===== src/rtl/afifo_rd_drain.sv =====
// Read-side drain stage for the async FIFO (rd_clk domain).
// Turns the FIFO's show-ahead empty/inc port into a valid/ready stream
// through a 2-entry skid buffer. Also provides enable gating, a flush
// sequence that discards everything pending, and delivered/dropped counters.
module afifo_rd_drain #(
  parameter int DSIZE = 8,
  parameter int CNT_W = 16
) (
  input  logic             rd_clk,
  input  logic             rd_rst,
  input  logic             en,
  input  logic             flush,
  input  logic [DSIZE-1:0] fifo_rd_data,
  input  logic             fifo_rd_empty,
  output logic             fifo_rd_inc,
  output logic [DSIZE-1:0] m_data,
  output logic             m_valid,
  input  logic             m_ready,
  output logic             busy,
  output logic             flush_done,
  output logic [CNT_W-1:0] word_cnt,
  output logic [CNT_W-1:0] drop_cnt
);

  typedef enum logic [1:0] {
    ST_IDLE  = 2'd0,
    ST_RUN   = 2'd1,
    ST_FLUSH = 2'd2
  } state_t;

  localparam int NENT = 2;

  state_t           r_state;
  logic [1:0]       r_occ;
  logic [DSIZE-1:0] r_buf [NENT];
  logic [CNT_W-1:0] r_word_cnt;
  logic [CNT_W-1:0] r_drop_cnt;

  logic             w_hs;
  logic             w_flush_entry;
  logic             w_flush_exit;
  logic             w_pop_run;
  logic             w_pop_flush;
  logic             w_pop;
  logic [1:0]       w_occ_after_hs;
  logic [1:0]       w_occ_next;
  logic [1:0]       w_drop_inc;
  logic [CNT_W:0]   w_drop_sum;
  logic [CNT_W-1:0] w_drop_next;
  logic [DSIZE-1:0] w_shift [NENT];
  logic [DSIZE-1:0] w_buf_next [NENT];

  // The head entry is visible to the consumer; a handshake retires it this edge.
  assign w_hs = (r_occ != 2'd0) && m_ready;

  // Flush is only accepted outside FLUSH; re-assertion inside FLUSH is ignored.
  assign w_flush_entry = flush && (r_state != ST_FLUSH);
  assign w_flush_exit  = (r_state == ST_FLUSH) && fifo_rd_empty;

  // Entries still held after this cycle's handshake; also the tail write slot.
  assign w_occ_after_hs = r_occ - {1'b0, w_hs};

  // In RUN a pop is allowed when a slot is free now or is freed by the handshake.
  // The flush request cycle never pops, so nothing is captured that would be dropped.
  assign w_pop_run   = (r_state == ST_RUN) && !flush && !fifo_rd_empty &&
                       ((r_occ < 2'd2) || w_hs);
  assign w_pop_flush = (r_state == ST_FLUSH) && !fifo_rd_empty;
  // Reset suppresses pops so words left in the FIFO survive a reset.
  assign w_pop       = !rd_rst && (w_pop_run || w_pop_flush);

  assign w_occ_next = w_occ_after_hs + {1'b0, w_pop_run};

  // Each entry shifts toward the head on a handshake, then the popped word
  // lands in the first free slot counted after that shift.
  genvar gi;
  generate
    for (gi = 0; gi < NENT; gi++) begin : g_entry
      if (gi < NENT - 1) begin : g_shift
        assign w_shift[gi] = w_hs ? r_buf[gi+1] : r_buf[gi];
      end else begin : g_last
        assign w_shift[gi] = r_buf[gi];
      end
      assign w_buf_next[gi] = (w_pop_run && (w_occ_after_hs == 2'(gi))) ?
                              fifo_rd_data : w_shift[gi];
    end
  endgenerate

  // Drops: leftover buffer entries at flush entry, then one per FLUSH pop.
  assign w_drop_inc  = w_flush_entry ? w_occ_after_hs :
                       (w_pop_flush ? 2'd1 : 2'd0);
  assign w_drop_sum  = {1'b0, r_drop_cnt} + {{(CNT_W-1){1'b0}}, w_drop_inc};
  assign w_drop_next = w_drop_sum[CNT_W] ? {CNT_W{1'b1}} : w_drop_sum[CNT_W-1:0];

  // Control FSM: IDLE/RUN follow en, flush overrides, FLUSH ends on an empty FIFO.
  always_ff @(posedge rd_clk) begin
    if (rd_rst) begin
      r_state <= ST_IDLE;
    end else begin
      case (r_state)
        ST_IDLE: begin
          if (flush)       r_state <= ST_FLUSH;
          else if (en)     r_state <= ST_RUN;
        end
        ST_RUN: begin
          if (flush)       r_state <= ST_FLUSH;
          else if (!en)    r_state <= ST_IDLE;
        end
        ST_FLUSH: begin
          if (fifo_rd_empty) r_state <= en ? ST_RUN : ST_IDLE;
        end
        default: r_state <= ST_IDLE;
      endcase
    end
  end

  // Skid buffer storage and occupancy; flush entry empties it without touching data.
  always_ff @(posedge rd_clk) begin
    if (rd_rst) begin
      r_occ <= 2'd0;
      for (int i = 0; i < NENT; i++) r_buf[i] <= '0;
    end else if (w_flush_entry || (r_state == ST_FLUSH)) begin
      r_occ <= 2'd0;
    end else begin
      r_occ <= w_occ_next;
      for (int i = 0; i < NENT; i++) r_buf[i] <= w_buf_next[i];
    end
  end

  // Delivered words wrap; dropped words saturate.
  always_ff @(posedge rd_clk) begin
    if (rd_rst) begin
      r_word_cnt <= '0;
      r_drop_cnt <= '0;
    end else begin
      if (w_hs) r_word_cnt <= r_word_cnt + 1'b1;
      r_drop_cnt <= w_drop_next;
    end
  end

  assign fifo_rd_inc = w_pop;
  assign m_valid     = (r_occ != 2'd0);
  assign m_data      = r_buf[0];
  assign busy        = (r_state == ST_FLUSH);
  assign flush_done  = w_flush_exit;
  assign word_cnt    = r_word_cnt;
  assign drop_cnt    = r_drop_cnt;

endmodule


===== config.mk =====
export PLATFORM = sky130hd
export DESIGN_NAME = afifo_rd_drain
export DESIGN_NICKNAME = d
export VERILOG_FILES = /design/src/rtl/afifo_rd_drain.sv
export SDC_FILE = /design/constraint.sdc
export NUM_CORES = 1
export LEC_CHECK = 0
export ABC_AREA = 1
export BUFFER_PORTS_ARGS = -buffer_cell sky130_fd_sc_hd__buf_2
export CORE_MARGIN = 2
export CORE_UTILIZATION = 51
export CTS_CLUSTER_DIAMETER = 80
export DETAILED_ROUTE_END_ITERATION = 8
export GPL_ROUTABILITY_DRIVEN = 1
export GPL_TIMING_DRIVEN = 0
export PLACE_DENSITY = 0.72
export SYNTH_ARGS = -nofsm -noshare
export SYNTH_HDL_FRONTEND = slang
export SYNTH_SLANG_ARGS = --single-unit

===== constraint.sdc =====
create_clock -name rd_clk -period 3.5 [get_ports rd_clk]
set_input_delay 0.875 -clock rd_clk [delete_from_list [all_inputs] [get_ports rd_clk]]
set_output_delay 0.875 -clock rd_clk [all_outputs]
set_load 0.01 [all_outputs]

After elaboration in Yosys (flattened, before gate mapping)
Memory sizes are Yosys's and may differ from the RTL's.
Cells that the tools add are included.

storage, ports and cells
  bits in registers = 36
  bits in writable memories = 16
  bits of input ports = 14
  output and inout bits = 44
  logic and storage cells = 60
  memories kept = 1

memory list
  memory  depth  width  rd ports  clocked after Yosys merged registers in  write ports  RTL line  text
  r_buf   2      8      2         0                                        2            35        logic [DSIZE-1:0] r_buf [NENT];

operators by class
  add/subtract/negate cells = 4
  order comparisons = 1
  eq/ne operators = 7
  muxes and demuxes = 20
  bitwise gates (word level) = 2
  reduce and logical (&&, ||, !) cells = 21

operators by type and width
  kind                                                              count
  8-bit 2-to-1 mux                                                  5
  16-bit by 2-bit adder with 17-bit output                          1
  16-bit by 1-bit adder with 16-bit output (second input constant)  1
  16-bit 2-to-1 mux                                                 1
  2-bit 2-to-1 mux                                                  6
  1-bit logical AND                                                 10
  1-bit 2-to-1 mux                                                  7
  3-bit inequality test (second input constant)                     2
  2-bit one-hot mux with 3 select lines                             1
  2-bit by 1-bit == test with 1-bit output (second input constant)  2
  2-bit logical NOT                                                 2
  2-bit inequality test (second input constant)                     2
  1-bit logical NOT                                                 3
  1-bit logical OR                                                  3
  3-bit AND reduction                                               1
  2-bit by 1-bit adder with 2-bit output                            1
  2-bit == test (second input constant)                             1
  2-bit < comparator (second input constant)                        1
  1-bit bitwise OR                                                  2
  2-bit nonzero test                                                1
  2-bit OR reduction                                                1
  2-bit by 1-bit subtractor with 2-bit output                       1

Depth between registers and ports, before layout
Gate-level depths: netlist (run 1).

  depth after elaboration = 7
  depth in mapped cells = 20
  mapped depth without buffers = 20

Least setup slack after synthesis (run 1)
Ideal clock, no wire load.

  kind = input to register
  start = input m_ready
  end = register r_drop_cnt[13], in the netlist drop_cnt[13]
  library setup time = 65 ps
  data arrival time = 2863 ps
  data required time = 3435 ps
  path slack = 572 ps
  stages = 15
  path buffers = 1
  path through = nand2_2 inv_2 ha_1 o21ai_0 ha_1 inv_1 fa_1 inv_1 nand2_4 nor2_8 nand4_4 buf_6 nand2_2 nor2_1 nor2_1

on the way
  word-level cells in the longest chain between the ends = 5

RTL lines
  item                                         RTL line  text
  start, declared                              18        input logic m_ready,
  1-bit logical AND                            54        assign w_hs = (r_occ != 2'd0) && m_ready;
  named net w_hs                               39        logic w_hs;
  2-bit by 1-bit subtractor with 2-bit output  61        assign w_occ_after_hs = r_occ - {1'b0, w_hs};
  2-bit 2-to-1 mux                             89        assign w_drop_inc = w_flush_entry ? w_occ_after_hs :
  16-bit by 2-bit adder with 17-bit output     91        assign w_drop_sum = {1'b0, r_drop_cnt} + {{(CNT_W-1){1'b0}}, w_drop_inc};
  16-bit 2-to-1 mux                            92        assign w_drop_next = w_drop_sum[CNT_W] ? {CNT_W{1'b1}} : w_drop_sum[CNT_W-1:0];
  end signal, assigned                         136       r_drop_cnt <= w_drop_next;
  end, declared                                37        logic [CNT_W-1:0] r_drop_cnt;

The timed path passes the listed nets, and every way through them passes these cells.
A chain may end at the register's enable or synchronous reset.

Worst setup path in the final report (run 1)
Same ends and word-level chain as after synthesis.

==> results list, run 1 <==
- The flow ran to the end, and the final reports show no timing, DRC or antenna violations.
- The via count of the first global-routing pass is 2154.
- Req. time, crit path: between 3000 and 4000 ps
- Along the worst path, the maximum fanout reaches 10.
- Setup repair after global routing left no endpoint under its margin.
* Max_cap viols: 0
- Once detailed placement completed, the half-perimeter wirelength came to 4288 um.
* Hold Vio Cnt, Final: 0
- Post-layout net count: about 450
- Counting along the longest clock path gives a buffer depth of 2.
- The number of antenna violations at the first check in global routing was 0.
- Kind of start point of the critical path: input port
- Number of DRC violations after detailed routing: 0
* Final worst hold slack: around 510 ps
* Total of flip-flops plus latches after synthesis: between 50 and 60
- Top Ports: a little under 60
* Standby leakage power: roughly 0.0016 uW
- The synthesized design contains 16 enable-type register cells.
- Htree depth: 2
- The first global-routing pass estimated around 9800 um of wire.
* Largest voltage drop on the vdd net: approximately 0.00017 V
* Clock sink count: 52
- The initialized floorplan defines 26 standard-cell rows.
- The later pin in the worst-skew pair is clocked with a latency of approximately 300 ps.
- For this run, the detailed router's first-pass iteration total came to 4.
- CP Class: in2reg
- After clock tree synthesis, the clock-pin slew on the worst setup and hold paths is approximately 90 ps.
- ANT cells: 0
- Initial standard-cell utilization of the core: 0.5343
- Measured in cells, the most critical reg-to-reg path has a length of 17.
- Along the worst hold path, the cell count comes to 1.
* Number of port buffers: 56
* Fraction of the yosys area taken by sequential cells: 0.4346
* Worst Path Arrival: roughly 3300 ps
* Minimum clock period after layout: roughly 3100 ps
- Final core occ: 0.6209
* Layout Skew: between 6 and 7 ps
- The floorplan step defined a die boundary enclosing 0.006024 mm^2.
* Total global-route track usage: 0.1985
- Worst max-slew margin expressed relative to the limit: 0.1525
- Total via count in the routed design: 2385
- Routed wire length: roughly 5600 um
- The synthesized design spends more area on one cell type than any other, namely sky130_fd_sc_hd__dfxtp_1.
* Post-detailed-route count of antenna-violating nets: 0
* Crit. End Element: register
- Cts-stage hold buffer count: 0
- HP Class: reg2reg
- In the final layout, the share of cells above drive strength 1 is 0.2281.
* Average cell area after synthesis: roughly 7.5 um^2
- After clock tree synthesis, the setup repair step added 0 buffers.
- Final Max Slew Viols: 0
* Warning count from the yosys run: 0
* Prevailing post-synth register cell: sky130_fd_sc_hd__dfxtp_1
- After floorplanning, the core was sized to cover ~0.0052 mm^2.
- Most frequently used cell type in the post-synthesis netlist: sky130_fd_sc_hd__nand2_1
- Relative to the synthesized area, the layout overhead comes to 16.21%.
- After routing, the total negative slack on setup checks comes to 0 ps.
- After synthesis, the netlist uses 33 different library cells.
- Starting DRC count in detailed routing: 180
- Die H: approximately 78 um
* Leading post-synthesis cells by cell area: sky130_fd_sc_hd__dfxtp_1 (26%), sky130_fd_sc_hd__edfxtp_1 (17%), sky130_fd_sc_hd__nand2_1 (10%)
- Dividing the detail-routed wire length by the instance count gives 11.19 um.
* Final std cells w/o fill: between 500 and 600
- GR Overflow Total: 0
- For the pin with the worst max-slew slack, the measured transition is 1261 ps.
* Cell at the root of the clock tree: sky130_fd_sc_hd__clkbuf_8
- Routed vias/inst: 4.732
* Total CTS buffers: 5
- Area share of the largest cell type after synthesis: 0.2608
* Top cell types by occurrence after synthesis: sky130_fd_sc_hd__nand2_1 (75), sky130_fd_sc_hd__nor2_1 (74), sky130_fd_sc_hd__inv_1 (50)
* Areal power density over the cells: between 300 and 400 mW/mm^2
* Routability Congestion: just over 0.8
- Cell count after synthesis: between 300 and 400
- Width of the chip: 77.62 um
* Final setup viols: 0
- Syn Nets: 390
* Count of cells resized by post-cts repair: 0
- Static timing analysis puts the maximum clock frequency at 0.3225 GHz.
* CTS tree: done
- Post-synthesis instance area: about 0.0028 mm^2
- After detailed placement, the design holds a cell count of roughly 500.
- Of all flip-flops after synthesis, the portion carrying an async set or reset was 0.
- Dividing the final minimum period by the clock period gives 0.8859.
* Filler cell count in the final layout: 488
- Pin count of the biggest net entering global routing: 15
==> layout make-up <==
type	instances	area [um^2]	share of cell area
Clock inverter	1	3.754	0.001169
Inverter	58	217.7	0.06778
Tap cell	70	87.58	0.02727
Clock buffer	7	76.32	0.02376
Multi-Input combinational cell	247	1252	0.3899
Sequential cell	52	1201	0.3740
Timing Repair Buffer	56	280.3	0.08726
Buffer	13	92.59	0.02883
==> flip-flops by register name, summed over array words and instances (netlist names) <==
| name | count |
|---|---|
| r_occ | 2 |
| word_cnt | 16 |
| r_state | 2 |
| drop_cnt | 16 |
| r_buf | 16 |
==> final timing paths <==
check | start | to | slack (ps)
setup / recovery | m_ready | drop_cnt[13] | 400
hold / removal | word_cnt[0] | word_cnt[0] | 510
setup reg to reg | r_occ[1] | drop_cnt[13] | 630
hold reg to reg | word_cnt[0] | word_cnt[0] | 510
==> where the power goes <==
part	total, uW	switching, uW	internal, uW
Sequential	640	5.11	635
Combinational	85.7	52.1	33.6
Clock	327	187	140
Total	1050	244	809
==> critical path, stage by stage <==
cell	delay [ps]
sky130_fd_sc_hd__buf_2	120
sky130_fd_sc_hd__nand2_2	120
sky130_fd_sc_hd__inv_2	70
sky130_fd_sc_hd__ha_1	350
sky130_fd_sc_hd__o21ai_0	290
sky130_fd_sc_hd__ha_1	250
sky130_fd_sc_hd__inv_1	60
sky130_fd_sc_hd__fa_1	390
sky130_fd_sc_hd__inv_1	110
sky130_fd_sc_hd__nand2_4	80
sky130_fd_sc_hd__nor2_8	170
sky130_fd_sc_hd__nand4_4	100
sky130_fd_sc_hd__buf_6	170
sky130_fd_sc_hd__nand2_2	60
sky130_fd_sc_hd__nor2_1	30
sky130_fd_sc_hd__nor2_1	90
==> through the flow <==
step           total power, uW  worst slack (ps)  instance area [um^2]
2_1_floorplan            709.8             571.7                  2764
4_1_cts                   1062             374.3                  3212
3_5_place_dp             740.7             66.40                  3132
6_report                  1053             399.3                  3212
3_3_place_gp             738.9             175.1                  3132
5_1_grt                   1097             166.4                  3212
==> routing by layer <==
metal	vias to the layer above	GRT usage	wire, um	part of all wire
met2	50	0.3448	2708	0.48
met1	1054	0.2552	2633	0.47
met4	0	0.04286	48	0.0085
met3	5	0.03953	248	0.044
li1	1276	-	-	-
met5	-	0	0	0
==> layout by cell type (no fill, tap or decap), types with 2 or more instances in the layout <==
master                     Yosys  routed
sky130_fd_sc_hd__o21ai_0       6       6
sky130_fd_sc_hd__nor2_2        6       6
sky130_fd_sc_hd__dfxtp_1      36      36
sky130_fd_sc_hd__nand3_1      15      15
sky130_fd_sc_hd__edfxtp_1     16      16
sky130_fd_sc_hd__ha_1          5       5
sky130_fd_sc_hd__nand2_1      75      75
sky130_fd_sc_hd__clkbuf_8      0       5
sky130_fd_sc_hd__nor3_1        5       5
sky130_fd_sc_hd__inv_1        50      50
sky130_fd_sc_hd__nand2_2       3       3
sky130_fd_sc_hd__xor2_1        7       7
sky130_fd_sc_hd__inv_2         8       8
sky130_fd_sc_hd__buf_2         2      58
sky130_fd_sc_hd__nand4_4       2       2
sky130_fd_sc_hd__nor2_1       74      74
sky130_fd_sc_hd__nor2_4        2       2
sky130_fd_sc_hd__clkbuf_1      1       3
sky130_fd_sc_hd__nand4_1       6       6
sky130_fd_sc_hd__o21a_1        2       2
sky130_fd_sc_hd__nand3_2       2       2
sky130_fd_sc_hd__o21ai_1      13      13
sky130_fd_sc_hd__a21oi_1      15      15
sky130_fd_sc_hd__buf_4         9       9
==> cells by family after synthesis <==
group | after synthesis | synth area share
compound gates | 39 | 0.07470
xor+xnor | 8 | 0.02535
buf+inv | 71 | 0.1123
flops | 52 | 0.4346
fa+ha+maj | 6 | 0.02988
simple gates | 194 | 0.3232
(Power assumes the default switching activity.)
==> inputs of run 2 (changes only) <==
Settings changed: CORE_UTILIZATION 51 to 54, HOLD_SLACK_MARGIN set to 0.06, PLACE_DENSITY 0.72 to 0.76.
==> run 2 against run 1 <==
  * Maximum frequency grew 0.18%
  * Global-route usage grew 1.6 points
  * Largest cell class unchanged
  * Highest routed layer unchanged
  * First-iteration DRC count shrank 29%
  * Final cell count is the same
==> results list, run 2 (synthesized netlist as in run 1, its figures left out) <==
- The worst hold path belongs to the class reg2reg.
* Total iterations of the first detailed-routing run: 4 (unchanged)
* Worst Path Arrival: 3340 ps (about the same)
- Clock Path Buffers: 2 (unchanged)
* Total global-route track usage: 0.2147 (+0.01623)
- Filler cell count in the final layout: 504 (+3.3%)
* Wire length of the first global-routing pass: 9584 um (-2.1%)
* Req. time, crit path: 3740 ps (about the same)
- The number of DRC violations after detailed routing is 0 (unchanged).
- The antenna diode count was 0 (unchanged).
* Sequential cell area: 0.001201 mm^2 (unchanged)
- The CTS sink count came to 52 (unchanged).
- The worst slew margin relative to its limit came to 0.1222 (-0.03027).
- Htree depth: 2 (unchanged)
- Stages on the worst setup path: 15 (-1)
* Family of cells with the greatest summed delay on the critical path: adder cells
- The worst-case setup slack after placement was 76.62 ps (+10.22 ps).
- Count of cells resized by post-cts repair: 0 (unchanged)
* Area of the multi-input gates: 0.001252 mm^2 (unchanged)
- Pin count of the biggest net entering global routing: 16 (+1)
- The worst setup skew after layout is 4.994 ps (-1.616 ps).
- The CTS buffer count came to 5 (unchanged).
- The depth of the most critical reg-to-reg path is 16 (-1).
- The clock latency on the worst-skew pair was 300 ps (about the same).
* Routability Congestion: 0.8647 (+5.2%)
- The routed wirelength normalized by instance count is 11.51 um (+2.9%).
- The final-stage net count was 453 (unchanged).
- The hold-fix buffer count after cts came to 0 (unchanged).
* Number of buffers and inverters on the critical path: 4 (-1)
- # rows: 26 (unchanged)
- The via count of the first global-routing pass was 2234 (+3.7%).
- The library cell used most frequently in the layout, excluding fill and tap cells, is sky130_fd_sc_hd__nand2_1.
* Maximum operating frequency: 0.3231 GHz (+0.18%)
* Proportion of layout cells with a drive suffix above 1: 0.2304 (+0.002304)
- DIE AREA: 0.005706 mm^2 (-5.3%)
- Routed vias/inst: 4.875 (+3.0%)
- Setup repair after global routing missed its margin: false
- Most frequent cells in the layout: sky130_fd_sc_hd__nand2_1 (75), sky130_fd_sc_hd__nor2_1 (74), sky130_fd_sc_hd__buf_2 (58)
- The part of the cycle the worst path needs was 0.8843 (-0.001615).
- Top routing layer used: met4
* Highest cell delay on the worst timing path: 400 ps (about the same)
- Areal power density over the cells: 330.8 mW/mm^2 (+0.90%)
- Detailed Place HPWL: 4377 um (+2.1%)
- Starting DRC count in detailed routing: 127 (-29%)
- Crit. End Element: register
- The wire length on met2 was 2925 um (+8.0%).
- The root buffer cell chosen for the clock tree is sky130_fd_sc_hd__clkbuf_8.
* Initial standard-cell utilization of the core: 0.5517 (+0.01735)
- Worst reg2reg setup slack: 650 ps (+20 ps)
- The count of endpoints failing hold in the final timing report is 0 (unchanged).
- The met1 layer wirelength in the final routing is 2633 um (unchanged).
- The worst setup path is launched from an input port.
- The highest ir drop seen on vdd is 0.0001794 V (+3.9%).
- The overall via count from detail_route came to 2457 (+3.0%).
- Walking the worst path, the cells encountered are buf_2 > nand2_2 > inv_2 > ha_1 > o21ai_0 > ha_1 > inv_1 > fa_1 > inv_1 > nand2_4 > nor2_4 > nand2_1 > nor2_2 > nor2_1 > nor2_1.
* Max_cap viols: 0 (unchanged)
* Width of the chip: 75.54 um (-2.7%)
* Least-Margin Pin Slew: 1306 ps (+45.02 ps)
- Standby leakage power: 0.001579 uW (+0.15%)
- Number of antenna violations at the first check in global routing: 0 (unchanged)
- The highest fanout seen on the critical path came to 5 (-5).
- The final setup slack of the worst path came to 404.9 ps (+5.651 ps).
* Top Ports: 58 (unchanged)
- The placeable core region is 0.005010 mm^2 (-3.1%).
- The total grt overflow came to 0 (unchanged).
- Minimum clock period after layout: 3095 ps (-5.651 ps)
- Buffer count from post-CTS setup fixing: 0 (unchanged)
* Clock transition at path regs: 90 ps (about the same)
- Final-layout setup total negative slack: 0 ps (unchanged)
- Area growth, synth to finish: 16.25% (about the same)
- The final number of setup-violating endpoints was 0 (unchanged).
* Number of instances on the worst hold path: 1 (unchanged)
* Status: complete, no violations
* Post-detailed-route count of antenna-violating nets: 0 (unchanged)
* Die H: 75.54 um (-2.7%)
- The routed wire length was 5799 um (+2.9%).
- CP Class: in2reg
* CTS tree: done
- The total met3 wirelength after detailed routing was 198 um (-20%).
* Slowest stage cell, crit path: sky130_fd_sc_hd__fa_1
- Number of port buffers: 56 (unchanged)
* Final Max Slew Viols: 0 (unchanged)
==> run 2: where the power goes <==
group / internal [uW] / switching (uW)
combinational: 33.5 / 52.4
sequential: 635 / 5.42
clock: 141 / 195
==> run 2: layout make-up <==
class,instances,share of cell area
Timing Repair Buffer,56,0.08723
Clock inverter,1,0.001558
Multi-Input combinational cell,247,0.3898
Buffer,13,0.02882
Inverter,58,0.06776
Clock buffer,7,0.02375
Sequential cell,52,0.3738
Tap cell,70,0.02726
==> run 2: final timing paths <==
check                    from     endpoint
setup / recovery      m_ready  drop_cnt[5]
hold reg to reg   word_cnt[3]  word_cnt[3]
hold / removal    word_cnt[3]  word_cnt[3]
setup reg to reg     r_occ[1]  drop_cnt[5]
==> run 2: metal layers <==
| metal | track usage | up-vias |
|---|---|---|
| met3 | 0.03968 | 4 |
| li1 | - | 1280 |
| met2 | 0.3826 | 44 |
| met4 | 0.04678 | 0 |
| met5 | 0 | - |
| met1 | 0.2715 | 1129 |
==> run 2: metrics by stage <==
stage	utilization	std cells	total power (uW)	hold slack [ps]	instance area (um^2)
global placement	0.6251	496	737.9	467.9	3132
detailed placement	0.6251	496	741.0	491.3	3132
floorplan	-	370	709.8	495.8	2764
global route	0.6414	504	1098	553.9	3213
CTS	0.6414	504	1069	514.7	3213
finish	0.6414	504	1063	510.1	3213
==> inputs of run 3 (changes only) <==
Settings changed: CORE_UTILIZATION 54 to 35, PLACE_DENSITY 0.76 to 0.52.
==> run 3 against run 2 <==
  * Via count down 3.5%
  * Clock power up 3%
  * Combinational power about the same
  * Register-to-register slack about the same
  * Power is 0.95% higher
  * Worst setup slack better by 39 ps
  * Maximum frequency is 1.3% higher
  * Sequential power hardly changed
  * Clock skew is 8.6 ps higher
  * Largest power group unchanged
==> results list, run 3 (synthesized netlist as in run 1, its figures left out) <==
- Highest cell delay on the worst timing path: 400 ps (about the same)
- DIE AREA: 0.008624 mm^2 (+51%)
- The count of endpoints failing hold in the final timing report came to 0 (unchanged).
- CP Class: in2reg
- Area growth, synth to finish: 17.97%
- The per-cell via count in the routed design is 4.425 (-9.2%).
* Slowest stage cell, crit path: sky130_fd_sc_hd__fa_1
* Area of the multi-input gates: 0.001252 mm^2 (unchanged)
- Vias in the first global route: 2185 (-2.2%)
- The clock edge transition at the registers on the reported setup and hold paths was 100 ps (about the same).
- The number of DRC violations after detailed routing was 0 (unchanged).
- Most frequent cells in the layout: sky130_fd_sc_hd__nand2_1 (75), sky130_fd_sc_hd__nor2_1 (74), sky130_fd_sc_hd__buf_2 (58)
* Met1 WL: 2835 um (+7.7%)
- The wire length of the first global-routing pass is 10190 um (+6.3%).
* Cell area after placement: 0.003172 mm^2 (+1.3%)
- Crit. End Element: register
- Req. time, crit path: 3740 ps (about the same)
- Htree depth: 2 (unchanged)
- Pin count of the biggest net entering global routing: 17 (+1)
- The antenna diode count is 0 (unchanged).
* Sequential cell area: 0.001201 mm^2 (unchanged)
* Placed Cells: 528 (+6.5%)
- The final number of setup-violating endpoints was 0 (unchanged).
- Kind of start point of the critical path: input port
- Family of cells with the greatest summed delay on the critical path: adder cells
- Largest voltage drop on the vdd net: 0.0001178 V (-34%)
* Buffer count from post-CTS setup fixing: 0 (unchanged)
* Total global-route track usage: 0.1465 (-0.06829)
- Final non-filler cell area: 0.003261 mm^2 (+1.5%)
* Standby leakage power: 0.001582 uW (+0.21%)
- The worst setup skew after layout was 13.57 ps (+8.573 ps).
- Most common cell after layout, fill and taps aside: sky130_fd_sc_hd__nand2_1
- Post-detailed-route wirelength per cell: 11.02 um (-4.2%)
* Clock Path Buffers: 2 (unchanged)
- The total met3 wirelength after detailed routing was 264 um (+33%).
- Post-layout net count: 453 (unchanged)
- The top-level port count came to 58 (unchanged).
- The number of optimization iterations in the first detailed-route pass was 4 (unchanged).
* Starting DRC count in detailed routing: 78 (-39%)
- Total CTS buffers: 5 (unchanged)
* Post-detailed-route count of antenna-violating nets: 0 (unchanged)
- The initial core utilization was 0.3595 (-0.1922).
* Number of port buffers: 56 (unchanged)
* Status: complete, no violations
- Count of cells resized by post-cts repair: 0 (unchanged)
- The wire length on met2 is 2767 um (-5.4%).
- The routed wire length came to 5906 um (+1.8%).
* Maximum operating frequency: 0.3272 GHz (+1.3%)
- TritonCTS built the clock tree.
- Chain of cells forming the critical path: buf_2 > nand2_2 > inv_2 > ha_1 > o21ai_0 > ha_1 > inv_1 > fa_1 > inv_1 > nand2_4 > nor2_4 > nand2_1 > nor2_2 > nor2_1 > nor2_1
- Cts-stage hold buffer count: 0 (unchanged)
* Source-to-sink clock delay at the later pin of the worst-skew pair: 310 ps (about the same)
* Final worst hold slack: 504.3 ps (-5.741 ps)
* # rows: 32 (+23%)
- The overall via count from detail_route came to 2372 (-3.5%).
- The sum of net half-perimeters after detailed placement came to 4443 um (+1.5%).
- The utilization of the core after routing was 0.4242 (-0.2172).
* Clock sink count: 52 (unchanged)
- Clock tree synthesis selected as its root buffer the cell sky130_fd_sc_hd__clkbuf_8.
- The highest fanout seen on the critical path was 5 (unchanged).
- Proportion of layout cells with a drive suffix above 1: 0.2327 (+0.002304)
* Filler cell count in the final layout: 833 (+65%)
- The non-filler instance count after layout is 536 (+6.3%).
* Number of antenna violations at the first check in global routing: 0 (unchanged)
- The transition time at the pin with the least slew margin came to 1249 ps (-56.18 ps).
- HP Class: reg2reg
- Final worst-path cycle share: 0.8731 (-0.01116)
* Setup repair after global routing missed its margin: false
* Width of the chip: 92.87 um (+23%)
- The buffers plus inverters on the worst setup path was 4 (unchanged).
- The total negative setup slack came to 0 ps (unchanged).
- Die H: 92.87 um (+23%)
* Max_cap viols: 0 (unchanged)
* Worst max-slew margin expressed relative to the limit: 0.1600 (+0.03777)
* GR Overflow Total: 0 (unchanged)
- Minimum clock period after layout: 3056 ps (-39.08 ps)
* Areal power density over the cells: 329.0 mW/mm^2 (-0.52%)
* Final Max Slew Viols: 0 (unchanged)
- Worst Path Arrival: 3290 ps (-50 ps)
- The final weighted congestion of routability-driven global placement came to 0.7973 (-7.8%).
- After detailed routing, no signal wire sits above met4.
* Placeable core area: 0.007687 mm^2 (+53%)
run 3: cell count changes in the layout (fill, tap and decap cells not counted), sizes merged:
| cell | change |
|---|---|
| clkinvlp | +1 |
| clkbuf | -2 |
| inv | +1 |
run 3: path summary, 6_finish.rpt:
check | start | to | slack, ps | depth (start not counted)
setup reg to reg | r_occ[1] | drop_cnt[4] | 660 | 16
hold reg to reg | word_cnt[3] | word_cnt[3] | 500 | 1
setup / recovery | m_ready | drop_cnt[4] | 440 | 15
hold / removal | word_cnt[3] | word_cnt[3] | 500 | 1
run 3: stage by stage:
step	power (uW)	setup WS (ps)
finish	1073	444.0
CTS	1091	420.9
global placement	740.9	134.9
detailed placement	742.4	113.2
global route	1126	243.5
floorplan	709.8	571.7
run 3: worst reg2reg max path, cell delays in order (launching register included):
cell and delay (ps):
sky130_fd_sc_hd__dfxtp_1 340, sky130_fd_sc_hd__inv_2 70, sky130_fd_sc_hd__nand2_2 80, sky130_fd_sc_hd__nand2_2 130
sky130_fd_sc_hd__inv_2 80, sky130_fd_sc_hd__ha_1 350, sky130_fd_sc_hd__o21ai_0 230, sky130_fd_sc_hd__ha_1 220
sky130_fd_sc_hd__inv_1 60, sky130_fd_sc_hd__fa_1 400, sky130_fd_sc_hd__inv_1 110, sky130_fd_sc_hd__nand2_4 80
sky130_fd_sc_hd__nor2_4 160, sky130_fd_sc_hd__nand2_1 100, sky130_fd_sc_hd__nor2_2 210, sky130_fd_sc_hd__nor2_1 80
sky130_fd_sc_hd__nor2_1 80
run 3: final cells by class:
class | instances | share of cell area
clock buffer | 5 | 0.02111
inverter | 58 | 0.06677
tap | 102 | 0.03914
multi-input combinational | 247 | 0.3841
buffer | 13 | 0.02840
timing repair buffer | 56 | 0.08596
sequential | 52 | 0.3684
clock inverter | 3 | 0.006140
run 3: where the power goes:
part           internal [uW]  switching (uW)  total (uW)
clock network            140             206         346
logic                   33.5            52.2        85.8
registers                635            5.42         641
run 3: per-layer routing:
metal,GRT usage,vias to the layer above
met5,0,-
met2,0.2428,43
met1,0.1933,1038
li1,-,1286
met4,0.02574,0
met3,0.03987,5
